<file path="config.mk">
export PLATFORM = sky130hd
export DESIGN_NAME = pipeline_stall_ctrl
export DESIGN_NICKNAME = d
export VERILOG_FILES = /design/src/rtl/pipeline_stall_ctrl.sv
export SDC_FILE = /design/constraint.sdc
export NUM_CORES = 1
export LEC_CHECK = 0
export BUFFER_PORTS_ARGS = -buffer_cell sky130_fd_sc_hd__buf_2
export CAP_MARGIN = 20
export CORE_MARGIN = 10
export CORE_UTILIZATION = 25
export CTS_CLUSTER_DIAMETER = 100
export CTS_CLUSTER_SIZE = 8
export DETAILED_ROUTE_END_ITERATION = 6
export PLACE_DENSITY_LB_ADDON = 0.05
export REMOVE_ABC_BUFFERS = 1
export SYNTH_ARGS = -nofsm -noshare
export SYNTH_HDL_FRONTEND = slang
export SYNTH_SLANG_ARGS = --single-unit
</file>
<file path="constraint.sdc">
create_clock -name clk -period 3.1 [get_ports clk]
set_input_delay 0.62 -clock clk [delete_from_list [all_inputs] [get_ports clk]]
set_output_delay 0.62 -clock clk [all_outputs]
set_load 0.05 [all_outputs]
</file>
<file path="src/rtl/pipeline_stall_ctrl.sv">
// Central stall/flush controller for the 5-stage core: merges stage stall requests,
// orders flushes behind outstanding MEM/WB accesses, and tracks stall watchdog/perf stats.
module pipeline_stall_ctrl #(
  parameter int STALL_TIMEOUT = 1024,
  parameter int CNT_WIDTH     = 32
) (
  input  logic                 clk,
  input  logic                 rst,
  input  logic [4:0]           stall_req,
  input  logic                 flush_req,
  input  logic [31:0]          flush_pc_in,
  input  logic                 timeout_clr,
  output logic [4:0]           stall,
  output logic                 flush,
  output logic [31:0]          flush_pc,
  output logic                 flush_pending,
  output logic                 stall_timeout,
  output logic [CNT_WIDTH-1:0] stall_cycles
);

  localparam int WD_W = $clog2(STALL_TIMEOUT) + 1;
  localparam logic [WD_W-1:0] TO_VAL = WD_W'(STALL_TIMEOUT);

  typedef enum logic [1:0] {
    IDLE  = 2'd0,
    PEND  = 2'd1,
    FLUSH = 2'd2
  } state_t;

  state_t          state;
  logic [31:0]     pend_pc;
  logic [WD_W-1:0] wd_cnt;
  logic            stall_any;
  logic            hold;

  // A stalled stage freezes itself and every stage upstream of it.
  assign stall[4]  = stall_req[4];
  assign stall[3]  = |stall_req[4:3];
  assign stall[2]  = |stall_req[4:2];
  assign stall[1]  = |stall_req[4:1];
  assign stall[0]  = |stall_req[4:0];

  assign stall_any = |stall_req;
  assign hold      = stall_req[3] | stall_req[4];

  // Flush sequencing; flush_pc only changes when a flush is actually issued.
  always_ff @(posedge clk or negedge rst) begin
    if (!rst) begin
      state         <= IDLE;
      pend_pc       <= '0;
      flush         <= 1'b0;
      flush_pc      <= '0;
      flush_pending <= 1'b0;
    end else begin
      case (state)
        IDLE: begin
          flush <= 1'b0;
          if (flush_req) begin
            pend_pc <= flush_pc_in;
            if (hold) begin
              state         <= PEND;
              flush_pending <= 1'b1;
            end else begin
              state    <= FLUSH;
              flush    <= 1'b1;
              flush_pc <= flush_pc_in;
            end
          end
        end
        PEND: begin
          if (!hold) begin
            state         <= FLUSH;
            flush         <= 1'b1;
            flush_pc      <= pend_pc;
            flush_pending <= 1'b0;
          end
        end
        FLUSH: begin
          state <= IDLE;
          flush <= 1'b0;
        end
        default: begin
          state         <= IDLE;
          flush         <= 1'b0;
          flush_pending <= 1'b0;
        end
      endcase
    end
  end

  // Watchdog run counter saturates at the timeout; a clear overrides a same-cycle set.
  always_ff @(posedge clk or negedge rst) begin
    if (!rst) begin
      wd_cnt        <= '0;
      stall_timeout <= 1'b0;
    end else if (timeout_clr) begin
      wd_cnt        <= '0;
      stall_timeout <= 1'b0;
    end else if (!stall_any) begin
      wd_cnt <= '0;
    end else if (wd_cnt != TO_VAL) begin
      wd_cnt <= wd_cnt + 1'b1;
      if (wd_cnt == TO_VAL - 1'b1)
        stall_timeout <= 1'b1;
    end
  end

  always_ff @(posedge clk or negedge rst) begin
    if (!rst)
      stall_cycles <= '0;
    else if (stall_any)
      stall_cycles <= stall_cycles + 1'b1;
  end

endmodule

</file>
==> Yosys cells after proc, flatten, opt, wreduce, memory -nomap -nowiden <==
Index checks and enable logic that the tools add are counted.
{ "classes": {"n_addsub": 2, "multipliers": 0, "div_mod_pow": 0, "magnitude_cmp": 0, "eq_ne": 9, "shift": 0, "muxes": 23, "n_bitwise": 2, "reduce_logical": 14} }
{ "op_table": {"columns": ["operator", "count"], "rows": [
  ["$mux W32", 3],
  ["$pmux W32 S2", 1],
  ["$mux W11", 3],
  ["$add A32 B1 Y32 const B", 1],
  ["$add A11 B1 Y11 const B", 1],
  ["$eq A11 B10 Y1 const B", 1],
  ["$ne A11 B11 Y1 const B", 1],
  ["$mux W1", 10],
  ["$ne A2 B2 Y1 const B", 4],
  ["$reduce_and A4 Y1", 2],
  ["$reduce_bool A2 Y1", 4],
  ["$mux W2", 3],
  ["$reduce_or A5 Y1", 1],
  ["$pmux W2 S2", 1],
  ["$reduce_and A2 Y1", 2],
  ["$reduce_or A4 Y1", 1],
  ["$ne A3 B2 Y1 const B", 1],
  ["$pmux W1 S3", 1],
  ["$reduce_and A3 Y1", 1],
  ["$reduce_or A3 Y1", 1],
  ["$eq A2 B1 Y1 const B", 1],
  ["$eq A2 B2 Y1 const B", 1],
  ["$logic_not A2 Y1", 1],
  ["$pmux W1 S2", 1],
  ["other kinds (3)", 3]
]} }
{ "word_totals": {"register_bits": 112, "latchBits": 0, "ram_bits": 0, "rom_bits": 0, "in_bits": 41, "out_inout_bits": 72, "wordCells": 58, "n_memories": 0} }

==> Logic depth before layout (Yosys ltp) <==
{ "logic_depth": {"ltp_word": 5, "mapped_depth": 7, "depth_no_buf": 6} }

==> Least setup slack after synthesis <==
No wires, ideal clock.
{ "synth_timing": {"kind": "input -> output", "startpoint": "in stall_req[4]", "endpoint": "out stall[0]", "arrival_ps": 1837, "required_ps": 2480, "slack_ps": 643, "path_stages": 5, "path_buffers": 3, "cell_sequence": "or4_4 -> buf_6 -> or2_1 -> buf_6 -> buf_4"} }
{ "synth_via": {"elab_chain_len": 1} }
{ "synth_lines": {"columns": ["item", "line_no", "text"], "rows": [
  ["start: declaration", "9", "input logic [4:0] stall_req,"],
  ["$reduce_or A5 Y1", null, null],
  ["end: declaration", "13", "output logic [4:0] stall,"]
]} }
No other way between the ends.

==> Worst setup path in the final report <==
{ "layout_timing": {"startpoint": "in stall_req[4]", "endpoint": "out stall[0]"} }
{ "layout_via": {"elab_chain_len": 1} }
{ "layout_lines": {"columns": ["item", "line_no", "text"], "rows": [
  ["$reduce_or A5 Y1", "41", "assign stall[0] = |stall_req[4:0];"]
]} }
No other way between the ends.

==> run_results.csv <==
group,metric,value,unit
outcome,status,"complete, no violations",
placed_design,placed_cell_area,5808,um^2
final_layout,final_cell_mix,"dfrtp_1 (112), buf_2 (111), nand2_1 (44)",
power_and_ir_drop,ir_drop,271.9,uV
yosys,synth-edff-count,0,
worst_setup_path,reg2reg_depth,4,
yosys,synth_cells,424,
power_and_ir_drop,leakage,2.909,nW
placed_design,dp_hpwl,8954,um
floorplanning,initial_core_util,25.43,%
route,wirelength,12740,um
flow_run,maxCapViolCount,0,
floorplanning,coreArea,19460,um^2
global_routing,grt.overflow.total,0,
worst_setup_path,startpoint_type,"primary input",
sta,layout_setup_ws,0.5606,ns
yosys,yosysWarnings,0,
clock_network,cts-root-buf,"clkbuf_16",
clock_network,cts_buffer_depth,2,
clock_network,cts_buffers,9,
placed_design,placedCellCount,785,
clock_network,clk_latency,0.35,ns
route,routed_via_density,4.266,
clock_network,cts_setup_buffers,0,
yosys,synthesis.area,4950,um^2
route,dr_total_vias,3421,
worst_setup_path,timing.rr.end,"stall_cycles[31]",
sta,fin_skew,0.009060,ns
global_routing,grt_pass1_vias,3586,
route,dr.pass1.iters,4,
global_routing,antenna_found_initial,1,
route,drc,0,
sta,relSlewSlack,48.84,%
global_routing,grt_util_all_layers,9.942,%
clock_network,path_clk_slew,0.07,ns
sta,fin_hold_ws,0.3348,ns
clock_network,cts_resized,0,
global_routing,grt_max_degree,57,
sta,worst_pin_slew,0.7675,ns
sta,final_max_slew_viol_count,0,
yosys,ys_seq_elements,112,
sta,rsz0062_at_grt,"no",
worst_setup_path,crit_type,"primary input to primary output",
yosys,postSynth.asyncResetShare,100.0,%
worst_setup_path,r2r-start,"stall_cycles[10]",
hold_path,worstHoldPathType,"primary input to asynchronous set/reset pin",
final_layout,final_cells,802,
final_layout,final_common_cell,"dfrtp_1",
route,drt_iter0_markers,156,
sta,fmax,393.8,MHz
worst_setup_path,reg2reg_setup_slack,1.07,ns
route,detail-route-antenna-nets,0,
floorplanning,die_h,160.7,um
final_layout,drive_gt1_share,32.09,%
floorplanning,rows,51,
final_layout,fin_nets,575,
yosys,synth-main-ff-cell,"dfrtp_1",
worst_setup_path,crit_path_end_kind,"primary output",
placed_design,place_congestion,0.7159,
placed_design,io_buffers,112,
clock_network,postCtsHoldBufs,0,
route,wl_per_cell,15.89,um
floorplanning,die_w,160.7,um
sta,hold_viol,0,
yosys,seq_area_frac_synth,56.62,%
floorplanning,dieArea,25830,um^2
sta,setup_viol,0,
placed_design,post-place-ws,0.5651,ns
clock_network,cts_num_sinks,112,
sta,finalCritPeriodShare,81.92,%
clock_network,cts_tree,"yes",
floorplanning,ioPinCount,113,
final_layout,area_delta_synth_final,23.26,%
global_routing,grt_pass1_wl,20420,um
yosys,synth_cell_types,39,
yosys,syn_avg_cell_area,11.67,um^2
worst_setup_path,required,2.48,ns
power_and_ir_drop,power_density,727.8,nW/um^2
final_layout,fin_area,6101,um^2
worst_setup_path,crit_fanout,6,
clock_network,htreeDepth,3,
sta,period_minus_slack,2.539,ns
power_and_ir_drop,power,4.440,mW
worst_setup_path,cp_data_arrival_time,1.92,ns
## Yosys cell counts (2+ instances only)
| library cell | instances | share of area (%) |
|---|---|---|
| dfrtp_1 | 112 | 57 |
| nand2_1 | 44 | 3.3 |
| mux2i_1 | 33 | 6.7 |
| mux2_2 | 32 | 7.3 |
| o21ai_0 | 32 | 3.2 |
| xnor2_1 | 22 | 3.9 |
| xor2_1 | 18 | 3.2 |
| nor2_1 | 17 | 1.3 |
| nand3_1 | 13 | 1.3 |
| nand4_1 | 12 | 1.5 |
| inv_1 | 11 | 0.83 |
| clkbuf_1 | 9 | 0.68 |
| nor3_1 | 9 | 0.91 |
| buf_2 | 8 | 0.81 |
| and4_1 | 7 | 1.2 |
| nor4_1 | 7 | 0.88 |
| and2_1 | 5 | 0.63 |
| and3_1 | 5 | 0.63 |
| buf_4 | 4 | 0.61 |
| ha_1 | 3 | 0.76 |
| a21oi_1 | 2 | 0.20 |
| buf_6 | 2 | 0.45 |
## metal layers
| metal | GRT usage [%] | part of all wire, % |
|---|---|---|
| met1 | 12.51 | 46 |
| met3 | 2.735 | 5.3 |
| met5 | 0 | 0 |
| met2 | 15.63 | 46 |
| met4 | 4.384 | 2.1 |
## worst max-delay path, cell delays in order
cell and delay (ns):
buf_2 0.11, or4_4 0.57, or2_1 0.35, buf_2 0.26
## registers in the layout (all words and copies together), names as in the netlist
register and cells:
flush 1, wd_cnt 11, flush_pending 1, stall_cycles 32
state 2, pend_pc 32, stall_timeout 1, flush_pc 32
## logic make-up after synthesis
logic type / after synthesis / share of synthesized area [%]
simple gates: 127 / 12.99
flops: 112 / 56.62
mux: 66 / 14.26
compound gates: 42 / 4.904
xor+xnor: 40 / 7.078
buf+inv: 34 / 3.387
fa+ha+maj: 3 / 0.7584
## worst max path at each step
stage                            start          to  slack (ns)
after global routing      stall_req[4]    stall[0]        0.53
final                     stall_req[4]    stall[0]        0.56
after detailed placement  stall_req[4]    stall[0]        0.57
after floorplan              flush_req  pend_pc[0]       -0.45
after CTS                 stall_req[4]    stall[0]        0.56
after global placement    stall_req[4]    stall[0]        0.58
## report_power, final
part	leakage [nW]	switching, mW	internal [mW]
logic	1.37	0.944	0.394
clock network	0.132	0.549	0.628
registers	1.40	0.196	1.73
total	2.91	1.69	2.75
## layout make-up
class / count / area [um^2]
Clock inverter: 5 / 57.56
Tap cell: 265 / 331.6
Fill cell: 2008 / 13360
Clock buffer: 11 / 232.7
Multi-Input combinational cell: 278 / 1992
Inverter: 11 / 41.29
Antenna cell: 1 / 2.502
Sequential cell: 112 / 2803
Timing Repair Buffer: 119 / 640.6
## stage by stage
step	utilization (%)	TNS (ns)
finish	31.35	0
global route	31.35	0
CTS	31.33	0
detailed placement	29.84	0
global placement	29.84	0
floorplan	-	-14.51
Power figures use the tool's default switching activity.
